<file path="config.mk">
export PLATFORM = sky130hd
export DESIGN_NAME = mem_port_arbiter
export DESIGN_NICKNAME = d
export VERILOG_FILES = /design/src/rtl/mem_port_arbiter.sv
export SDC_FILE = /design/constraint.sdc
export NUM_CORES = 1
export LEC_CHECK = 0
export ABC_AREA = 1
export ABC_CLOCK_PERIOD_IN_PS = 3100
export CAP_MARGIN = 20
export CELL_PAD_IN_SITES_DETAIL_PLACEMENT = 1
export CELL_PAD_IN_SITES_GLOBAL_PLACEMENT = 2
export CORE_UTILIZATION = 10
export DETAILED_ROUTE_END_ITERATION = 10
export GPL_ROUTABILITY_DRIVEN = 0
export PLACE_DENSITY_LB_ADDON = 0.2
export SYNTH_ARGS = -nofsm -noshare
export SYNTH_HDL_FRONTEND = slang
export SYNTH_SLANG_ARGS = --single-unit
</file>
<file path="constraint.sdc">
create_clock -name clk_i -period 3.1 [get_ports clk_i]
set_input_delay 0.62 -clock clk_i [delete_from_list [all_inputs] [get_ports clk_i]]
set_output_delay 0.62 -clock clk_i [all_outputs]
set_load 0.005 [all_outputs]
</file>
<file path="src/rtl/mem_port_arbiter.sv">
// Shares one memory port between instruction fetch and load/store, one transaction in flight.
// Define MEM_ARB_RR_EN for round-robin tie-breaking; otherwise LSU has fixed priority.
module mem_port_arbiter #(
    parameter int unsigned ADDR_W  = 32,
    parameter int unsigned DATA_W  = 32,
    parameter int unsigned TIMEOUT = 255
) (
    input  logic                clk_i,
    input  logic                rst_i,
    input  logic                if_req_i,
    input  logic [ADDR_W-1:0]   if_addr_i,
    output logic                if_gnt_o,
    output logic                if_rvalid_o,
    output logic [DATA_W-1:0]   if_rdata_o,
    input  logic                lsu_req_i,
    input  logic                lsu_we_i,
    input  logic [DATA_W/8-1:0] lsu_be_i,
    input  logic [ADDR_W-1:0]   lsu_addr_i,
    input  logic [DATA_W-1:0]   lsu_wdata_i,
    output logic                lsu_gnt_o,
    output logic                lsu_rvalid_o,
    output logic [DATA_W-1:0]   lsu_rdata_o,
    output logic                mem_req_o,
    output logic                mem_we_o,
    output logic [DATA_W/8-1:0] mem_be_o,
    output logic [ADDR_W-1:0]   mem_addr_o,
    output logic [DATA_W-1:0]   mem_wdata_o,
    input  logic                mem_gnt_i,
    input  logic                mem_rvalid_i,
    input  logic [DATA_W-1:0]   mem_rdata_i,
    output logic                busy_o,
    output logic                err_o
);
    localparam int unsigned CNT_W = (TIMEOUT > 0) ? $clog2(TIMEOUT + 1) : 1;
    localparam logic [CNT_W-1:0] TO_LIMIT = CNT_W'(TIMEOUT);

    typedef enum logic [1:0] {StIdle, StReq, StResp} state_t;

    state_t           state;
    logic             owner;  // 1 = LSU
    logic [CNT_W-1:0] cnt;

    logic any_req;
    logic winner;
    logic sel_lsu;
    logic fwd;
    logic grant;
    logic timeout;
    logic done;

    assign any_req = if_req_i | lsu_req_i;

`ifdef MEM_ARB_RR_EN
    logic last_lsu;

    always_ff @(posedge clk_i or posedge rst_i) begin
        if (rst_i) begin
            last_lsu <= 1'b0;
        end else if (grant) begin
            last_lsu <= sel_lsu;
        end
    end

    // On a tie the port goes to whoever was not granted last
    assign winner = lsu_req_i & (~if_req_i | ~last_lsu);
`else
    assign winner = lsu_req_i;
`endif

    assign sel_lsu = (state == StIdle) ? winner : owner;
    assign fwd     = ~rst_i & (((state == StIdle) & any_req) | (state == StReq));
    assign grant   = fwd & mem_gnt_i;
    assign timeout = (TIMEOUT != 0) && (state == StResp) && (cnt == TO_LIMIT) && !mem_rvalid_i;
    assign done    = ~rst_i & (state == StResp) & (mem_rvalid_i | timeout);

    always_comb begin
        mem_req_o   = fwd;
        mem_we_o    = 1'b0;
        mem_be_o    = '0;
        mem_addr_o  = '0;
        mem_wdata_o = '0;
        if (fwd) begin
            if (sel_lsu) begin
                mem_we_o    = lsu_we_i;
                mem_be_o    = lsu_be_i;
                mem_addr_o  = lsu_addr_i;
                mem_wdata_o = lsu_wdata_i;
            end else begin
                mem_be_o    = '1;
                mem_addr_o  = if_addr_i;
            end
        end
    end

    assign if_gnt_o     = grant & ~sel_lsu;
    assign lsu_gnt_o    = grant & sel_lsu;
    assign if_rvalid_o  = done & ~owner;
    assign lsu_rvalid_o = done & owner;
    assign if_rdata_o   = (rst_i | timeout) ? '0 : mem_rdata_i;
    assign lsu_rdata_o  = (rst_i | timeout) ? '0 : mem_rdata_i;
    assign err_o        = ~rst_i & timeout;
    assign busy_o       = (state != StIdle);

    // cnt is loaded with 1 on grant so it equals the number of cycles spent in StResp
    always_ff @(posedge clk_i or posedge rst_i) begin
        if (rst_i) begin
            state <= StIdle;
            owner <= 1'b0;
            cnt   <= '0;
        end else begin
            unique case (state)
                StIdle: begin
                    if (any_req) begin
                        owner <= winner;
                        if (mem_gnt_i) begin
                            state <= StResp;
                            cnt   <= CNT_W'(1);
                        end else begin
                            state <= StReq;
                        end
                    end
                end
                StReq: begin
                    if (mem_gnt_i) begin
                        state <= StResp;
                        cnt   <= CNT_W'(1);
                    end
                end
                StResp: begin
                    if (done) begin
                        state <= StIdle;
                        cnt   <= '0;
                    end else begin
                        cnt <= cnt + 1'b1;
                    end
                end
                default: state <= StIdle;
            endcase
        end
    end

endmodule
</file>
After elaboration in Yosys (flattened, before gate mapping):

Index checks and enable logic that the tools add are counted.

* $add $sub $neg: 1
* equality and inequality tests: 6
* muxes and demuxes: 19
* bitwise gates (word level): 17
* reduce and logical (&&, ||, !) cells: 9

Operator list (number)
* $mux 32: 5
* $mux 8: 3
* $pmux 8 s3: 1
* $and 1x1->1: 10
* $add 8x1->8 const B: 1
* $eq 8x8->1 const B: 1
* $mux 2: 4
* $mux 4: 2
* $ne 2x2->1 const B: 3
* $pmux 2 s3: 1
* $or 1x1->1: 4
* $reduce_and 2->1: 2
* $mux 1: 3
* $not 1->1: 3
* $reduce_and 3->1: 1
* $reduce_bool 3->1: 1
* $eq 2x1->1 const B: 1
* $eq 2x2->1 const B: 1
* $logic_and 1x1->1: 2
* $logic_not 2->1: 1
* $reduce_bool 2->1: 1
* $logic_not 1->1: 1

* register bits after elaboration: 11
* input bits: 139
* output and inout bits: 140
* logic and storage cells: 55

Depth between registers and ports, before layout:

Gate-level depths: netlist of run 1.

* word-level depth: 7
* mapped depth: 8
* mapped depth without buffers: 8

Least setup slack after synthesis of run 1:

OpenSTA, ideal clock, no wires.

* kind: input to output
* start: input rst_i
* end: output lsu_rdata_o[10]
* data arrival time: 1507 ps
* data required time: 2480 ps
* setup slack: 973 ps
* stages: 5
* buffers on the path: 2
* cells stage by stage: inv_1 nand2_1 buf_4 nor2_1 buf_4

* longest elaborated chain between the ends: 2

RTL lines
* start: declaration: line 9 `input logic rst_i,`
* $or 1x1->1
* $mux 32
* end: declaration: line 22 `output logic [DATA_W-1:0] lsu_rdata_o,`

No other way between the ends.

Worst setup path in the final report of run 1:

* start: input lsu_req_i
* end: output mem_wdata_o[14]

* longest elaborated chain between the ends: 5
* elaborated cells on any way between the ends: 7
* those cells by class: mux (3); bitwise (4)

RTL lines
* start: declaration: line 15 `input logic lsu_req_i,`
* $or 1x1->1: line 51 `assign any_req = if_req_i | lsu_req_i;`
* $and 1x1->1: line 71 `assign fwd = ~rst_i & (((state == StIdle) & any_req) | (state == StReq));`
* $or 1x1->1: line 71
* $and 1x1->1: line 71
* $mux 32 (*): line 82 `if (fwd) begin`
* end: declaration: line 27 `output logic [DATA_W-1:0] mem_wdata_o,`

Mark *: on every way between the ends. The rest lies on a longest branch, timed or not.

==> impl_results.md, run 1 <==
* Initial antenna violation count at 0
* Post-synthesis sequential area ratio at 13.62%
* Post-layout min period at 2.974 ns
* Final hold violations at 0
* Clk sinks at 11
* Final setup fails at 0
* Critical path arrival at ~2.4 ns
* Max Slew Vio Count at 0
* Clk root buf: clkbuf_16
* Syn. warnings at 0
* Setup Crit Path Kind: in -> out
* P_leak at 3.042 nW
* Post-route ant nets at 0
* Max Freq at around 340 MHz
* Diodes inserted at 0
* CTS clk-pin slew, worst paths at approximately 0.040 ns
* Hold WC Path Type: reg -> reg
* H-tree lvl count at 1
* Crit-path slowest cell: clkdlybuf4s50_1
* CTS buffer count at 3
* Initial core utilization at 10.28%
* Post-Syn Area at 0.002021 sq mm
* Worst Path Max Fanout at 25
* Power Internal at 1.188 mW
* Gr usage total at between 10% and 20%
* FF-to-FF Start: cnt[0]
* Top delay family on crit path: buffers and inverters
* Synth unique cells at 21
* Reg power frac at 10.7%
* Clock skew at 0.001377 ns
* Peak VDD IR at 0.3478 mV
* CTS tree: yes
* Cells after synthesis at 392
* Clock power frac at between 10% and 20%
* Number of max-cap violations at 0
* Area grow syn2layout at 153.7%
* Startpoint Class: input port
* DR DRC count at 0
* Final WL at about 13000 um
* Final cell count without fillers at 897
* Status: completed
* Net switching fraction of the power at 45.42%
* Post-DR vias/cell at 3.623
* Vias in the first global route at 3339
* Hold slack at 0.5151 ns
* Number of DRC markers in iteration 0 at 64
* Total core area at just under 0.02 sq mm
* NetSw at 0.9885 mW
* Net Count, Synth at around 530
* Wirelength per Cell at 13.98 um
* IO Pins at 279
* Worst skew pair latency at between 0.2 and 0.25 ns
* Worst path max stage delay at 0.53 ns
* Slew margin rel. at 68.85%
* Die H at 144.2 um
* Critical Path RT at between 2 and 2.5 ns
* PD cells at 424.4 mW/mm^2
* # rows at roughly 50
* Post-detail-place hpwl at around 11000 um
* Global-route wire length before repair at 17660 um
* CP startpoint: lsu_req_i
* Routed vias at around 3.3k
* Power after layout at 2.176 mW
* Flops & latches, synth at 11
* # hold bufs at CTS at 0
* Tcrit/Tclk final at 95.93%
* Crit-path cells: clkdlybuf4s50_1, nor2_1, inv_2, nor2_2, nor3_4, inv_2, buf_12, nor2_1, clkdlybuf4s50_1
* Slew @ Worst Pin at 0.4672 ns
* Crit end category: output pin
* Clock buffer depth at 2
* Die ar. at 0.02078 sq mm
* Min-delay src: cnt[1]
* Worst Path Buf+Inv at 5
* PortBufs at 278
* Initial DRT Pass Iterations at 4
* Syn Area/Cell at 5.155 sq um
* DIE WIDTH at 144.2 um
* Pin count of the biggest net entering global routing at 53
* Post-DP Area at 0.004917 sq mm
* Fraction of layout cells with a size suffix above 1 at just over 4%
* Total congestion overflow at 0
* Final instance area at about 0.005 sq mm
* NumNets Final at 773
* Combinational power share at 78.3%
* Placed cell count at 893
## layer usage
metal  share of wire, %  wire (um)  track usage, %
met1                 35       4367           11.05
met4               0.97        122           2.216
met2                 52       6582           21.76
met3                 12       1469           3.642
met5                  0          0               0
## worst paths after layout
kind | end | slack (ns) | depth (start not counted)
setup / recovery | mem_wdata_o[14] | 0.13 | 9
hold / removal | cnt[1] | 0.52 | 2
setup reg to reg | cnt[1] | 1.46 | 9
hold reg to reg | cnt[1] | 0.52 | 2
max in group asynchronous | state[1] | 2.02 | 3
min in group asynchronous | cnt[6] | 0.92 | 3
## layout by cell type (no fill, tap or decap), types with 3 or more instances in the layout
cell,netlist,layout
nor2_1,76,75
o21ai_1,4,4
a21oi_1,35,34
nand3_1,11,11
buf_4,42,5
buf_12,0,6
xor2_1,3,3
clkdlybuf4s50_1,0,222
inv_1,52,52
clkbuf_16,0,3
nor3_1,3,3
dlygate4sd2_1,0,4
dlymetal6s2s_1,0,52
inv_2,4,4
dfrtp_1,11,11
nand2_1,129,129
## final cells by class
cell class	count	area, sq um
fill	2437	14530
timing repair buffer	289	3065
sequential	11	275.3
multi-input combinational	272	1166
clock buffer	4	78.83
tap	265	331.6
inverter	56	210.2
## tightest hold or removal path: cells and delay by family (launching register included)
family           cells  cell delay [ns]
DFF                  1             0.36
and+or+nand+nor      2             0.12
## per-stage QoR
step	util (%)	setup slack [ns]	TNS, ns
global placement	25.02	0.007996	0
finish	26.09	0.1261	0
CTS	25.39	0.01012	0
global route	26.09	-0.01524	-0.04113
floorplan	-	0.9732	0
detailed placement	25.02	-0.03080	-0.03080
## synth_stat cells (all sizes together)
library cell,count,area (sq um)
a21oi,35,175.2
buf,53,382.9
dfrtp,11,275.3
ha,1,12.51
inv,56,210.2
nand2,130,490.5
nand3,11,55.05
nand4,2,12.51
nor2,77,291.5
nor3,5,41.29
o21ai,8,47.55
xor2,3,26.28
## timing repair
item / in CTS / in global routing
buffers inserted: 0 / 0
gates resized for setup: 4 / 54
hold endpoints to repair: 0 / 0
endpoints found under the setup margin: 4 / 63
## power groups by stage
stage	clock network, mW	logic [mW]	registers, mW
after floorplan	0	0.875	0.223
after global placement	0	1.78	0.235
after detailed placement	0	1.80	0.235
after CTS	0.245	1.80	0.234
after global routing	0.254	1.91	0.242
final	0.238	1.70	0.234
## registers in the layout (all words and copies together) (netlist names)
name   cells
cnt        8
owner      1
state      2
## kinds of logic (layout without fill, tap and decap cells)
group                      after synthesis  count (layout)  synth area share (%)
buffers and inverters                  109             349                 29.35
adders and majority gates                1               1                0.6191
and+or+nand+nor                        225             225                 44.09
AOI/OAI and AO/OA                       43              43                 11.02
xor gates and xnor gates                 3               3                 1.301
DFF                                     11              11                 13.62
(Power assumes the default switching activity.)
==> run 2, diff against run 1 <==
--- a/config.mk
+++ b/config.mk
@@ -5,15 +5,16 @@
 export SDC_FILE = /design/constraint.sdc
 export NUM_CORES = 1
 export LEC_CHECK = 0
-export ABC_AREA = 1
 export ABC_CLOCK_PERIOD_IN_PS = 3100
 export CAP_MARGIN = 20
 export CELL_PAD_IN_SITES_DETAIL_PLACEMENT = 1
 export CELL_PAD_IN_SITES_GLOBAL_PLACEMENT = 2
+export CORE_ASPECT_RATIO = 1.2
 export CORE_UTILIZATION = 10
 export DETAILED_ROUTE_END_ITERATION = 10
 export GPL_ROUTABILITY_DRIVEN = 0
 export PLACE_DENSITY_LB_ADDON = 0.2
+export SKIP_CTS_REPAIR_TIMING = 1
 export SYNTH_ARGS = -nofsm -noshare
 export SYNTH_HDL_FRONTEND = slang
 export SYNTH_SLANG_ARGS = --single-unit
==> run 2 against run 1 <==
Compared with the run above: non-clock buffer count is 13 higher; sequential cell count unchanged; cell count down 10%; fmax fell by 0.90%; register-to-register slack hardly changed; die area decreased by 5.7%; hold slack lost 0.0089 ns; sequential share of layout area up 0.087 points; clock skew is 0.0016 ns higher; combinational power down 10%; clock-buffer cell count did not move; critical path type unchanged.
==> impl_results.md, run 2 <==
* PortBufs at ~280
* Slack of the critical path at between 0.09 and 0.1 ns
* Die H at approximately 150 um
* Global-route wire length before repair at 17470 um
* Setup Crit Path Kind: in -> out
* Top delay family on crit path: buffers and inverters
* Post-synth EDFFs at 0
* Number of fill cells in the layout at around 2.2k
* Regs by FF count: cnt x8, state x2, owner x1
* Yosys top cell area share at 14.60%
* Top FF cell, synth: dfrtp_1
* Count leader, synth: nand2_1
* P_leak at 2.046 nW
* Synth unique cells at 36
* Hold slack at around 0.5 ns
* NumNets Final at 693
* Hold WC Path Type: reg -> reg
* Placed cell count at 796
* CTS tree: yes
* Worst Path Max Fanout at 32
* Routed vias at 3070
* Final hold violations at 0
* Startpoint Class: input port
* Syn. warnings at 0
* Clock buffer depth at 2
* Cells after synthesis at 299
* Flops & latches, synth at 11
* Biggest register: cnt
* Post-Syn Area at 0.001903 sq mm
* Pin count of the biggest net entering global routing at 39
* Worst skew pair latency at 0.24 ns
* Clk root buf: clkbuf_16
* Total congestion overflow at 0
* # rows at 54
* Total core area at 0.01838 sq mm
* Commonest cells post-synth: nand2_1, buf_4, a21oi_1
* Clk sinks at 11
* Top cell by count, worst path: clkdlybuf4s50_1
* H-tree lvl count at 1
* Crit-path slowest cell: clkdlybuf4s50_1
* Worst Path Buf+Inv at 3
* Max Freq at roughly 330 MHz
* Crit end category: output pin
* Status: completed
* Die ar. at 0.01959 sq mm
* Async set-or-reset flop fraction in the synthesized netlist at 100.0%
* DR DRC count at 0
* Initial core utilization at about a tenth
* Post-layout min period at 3.001 ns
* DIE WIDTH at 127.9 um
* Wirelength per Cell at 14.72 um
* Tcrit/Tclk final at 96.81%
* Commonest non-fill, non-tap cell in the layout: clkdlybuf4s50_1
* Syn Area/Cell at 6.365 sq um
* Slew @ Worst Pin at 0.3729 ns
* Fraction of layout cells with a size suffix above 1 at 9.601%
* Initial antenna violation count at 0
* Synth area leader: buf_4
* Worst path max stage delay at 0.48 ns
* CTS buffer count at 3
* Post-detail-place hpwl at 9678 um
* PD cells at between 300 and 400 mW/mm^2
* Area grow syn2layout at 165.2%
* Slew margin rel. at approximately 75%
* Critical Path RT at ~2.5 ns
* Crit-path cells: clkdlybuf4s50_1, nor4b_4, a31oi_2, buf_12, and2_2, clkdlybuf4s50_1
* Vias in the first global route at 3297
* Number of flip-flops under the largest register name at 8
* Post-synthesis sequential area ratio at between 10% and 20%
* Max Slew Vio Count at 0
* Final WL at 11830 um
* Post-route ant nets at 0
* Final cell count without fillers at 804
* Initial DRT Pass Iterations at 4
* Number of max-cap violations at 0
* Worst slack, placed at -0.03370 ns
* Peak VDD IR at 0.1541 mV
* Number of DRC markers in iteration 0 at 55
* CTS clk-pin slew, worst paths at 0.04 ns
* Post-DR vias/cell at 3.818
* Clock skew at 0.002933 ns
* Gr usage total at around 11%
* Unrepaired setup endpoints after global routing: no
* Final core utilization at 27.46%
* Net Count, Synth at 439
* IO Pins at 279
* Setup tns final at 0 ns
* Diodes inserted at 0
* Most frequent cells in the layout: clkdlybuf4s50_1, nand2_1, a21oi_1
* Final setup fails at 0
* Critical path arrival at 2.38 ns
* Area contributors post-synth: buf_4, dfrtp_1, nand2_1
run 2: changes by cell type in the layout (fill, tap and decap cells not counted), moves of 12 or more:
| cell | delta |
|---|---|
| and2_1 | +22 |
| and3_1 | +33 |
| buf_4 | +12 |
| clkdlybuf4s50_1 | +54 |
| dlymetal6s2s_1 | -50 |
| inv_1 | -45 |
| nand2_1 | -63 |
| nor2_1 | -63 |
run 2: layer usage:
| layer | GRT usage (%) | share of wire, % |
|---|---|---|
| met2 | 22.23 | 53 |
| met1 | 10.87 | 33 |
| met3 | 4.235 | 13 |
| met5 | 0 | 0 |
| met4 | 1.961 | 1.1 |
run 2: layout make-up:
class	instances	area, sq um	share of cell area [%]
multi-input combinational	227	1281	25.39
tap	252	315.3	6.248
timing repair buffer	302	3065	60.75
clock buffer	4	78.83	1.562
inverter	8	30.03	0.5951
sequential	11	275.3	5.455
run 2: worst paths after layout:
check / startpoint / endpoint / slack, ns / cells after the start
worst max-delay path: mem_rvalid_i / if_rdata_o[1] / 0.1 / 6
worst min-delay path: cnt[6] / cnt[6] / 0.51 / 1
worst max register to register: cnt[0] / cnt[5] / 1.45 / 6
worst min register to register: cnt[6] / cnt[6] / 0.51 / 1
max in group asynchronous: rst_i / cnt[5] / 2.07 / 3
min in group asynchronous: rst_i / state[0] / 0.86 / 3
run 2: kinds of logic (layout without fill, tap and decap cells):
logic type	count (synthesis)	after routing	share of synthesized area (%)
AO/OA/AOI/OAI	57	57	17.23
adder cells (fa/ha/maj)	1	1	0.6574
buffers and inverters	61	314	19.99
flip-flops	11	11	14.46
multiplexers	2	2	1.972
AND/OR/NAND/NOR	167	167	45.69
run 2: per-stage QoR:
step                instance area (sq um)  power, mW
finish                               5046      1.990
global route                         5046      2.164
CTS                                  4949      1.948
detailed placement                   4870      1.698
global placement                     4870      1.690
floorplan                            1903     0.8430
run 2: power breakdown:
part / switching [mW] / internal (mW) / leakage, nW
clock network: 0.0655 / 0.173 / 0.0382
logic: 0.671 / 0.859 / 1.86
registers: 0.0487 / 0.173 / 0.144
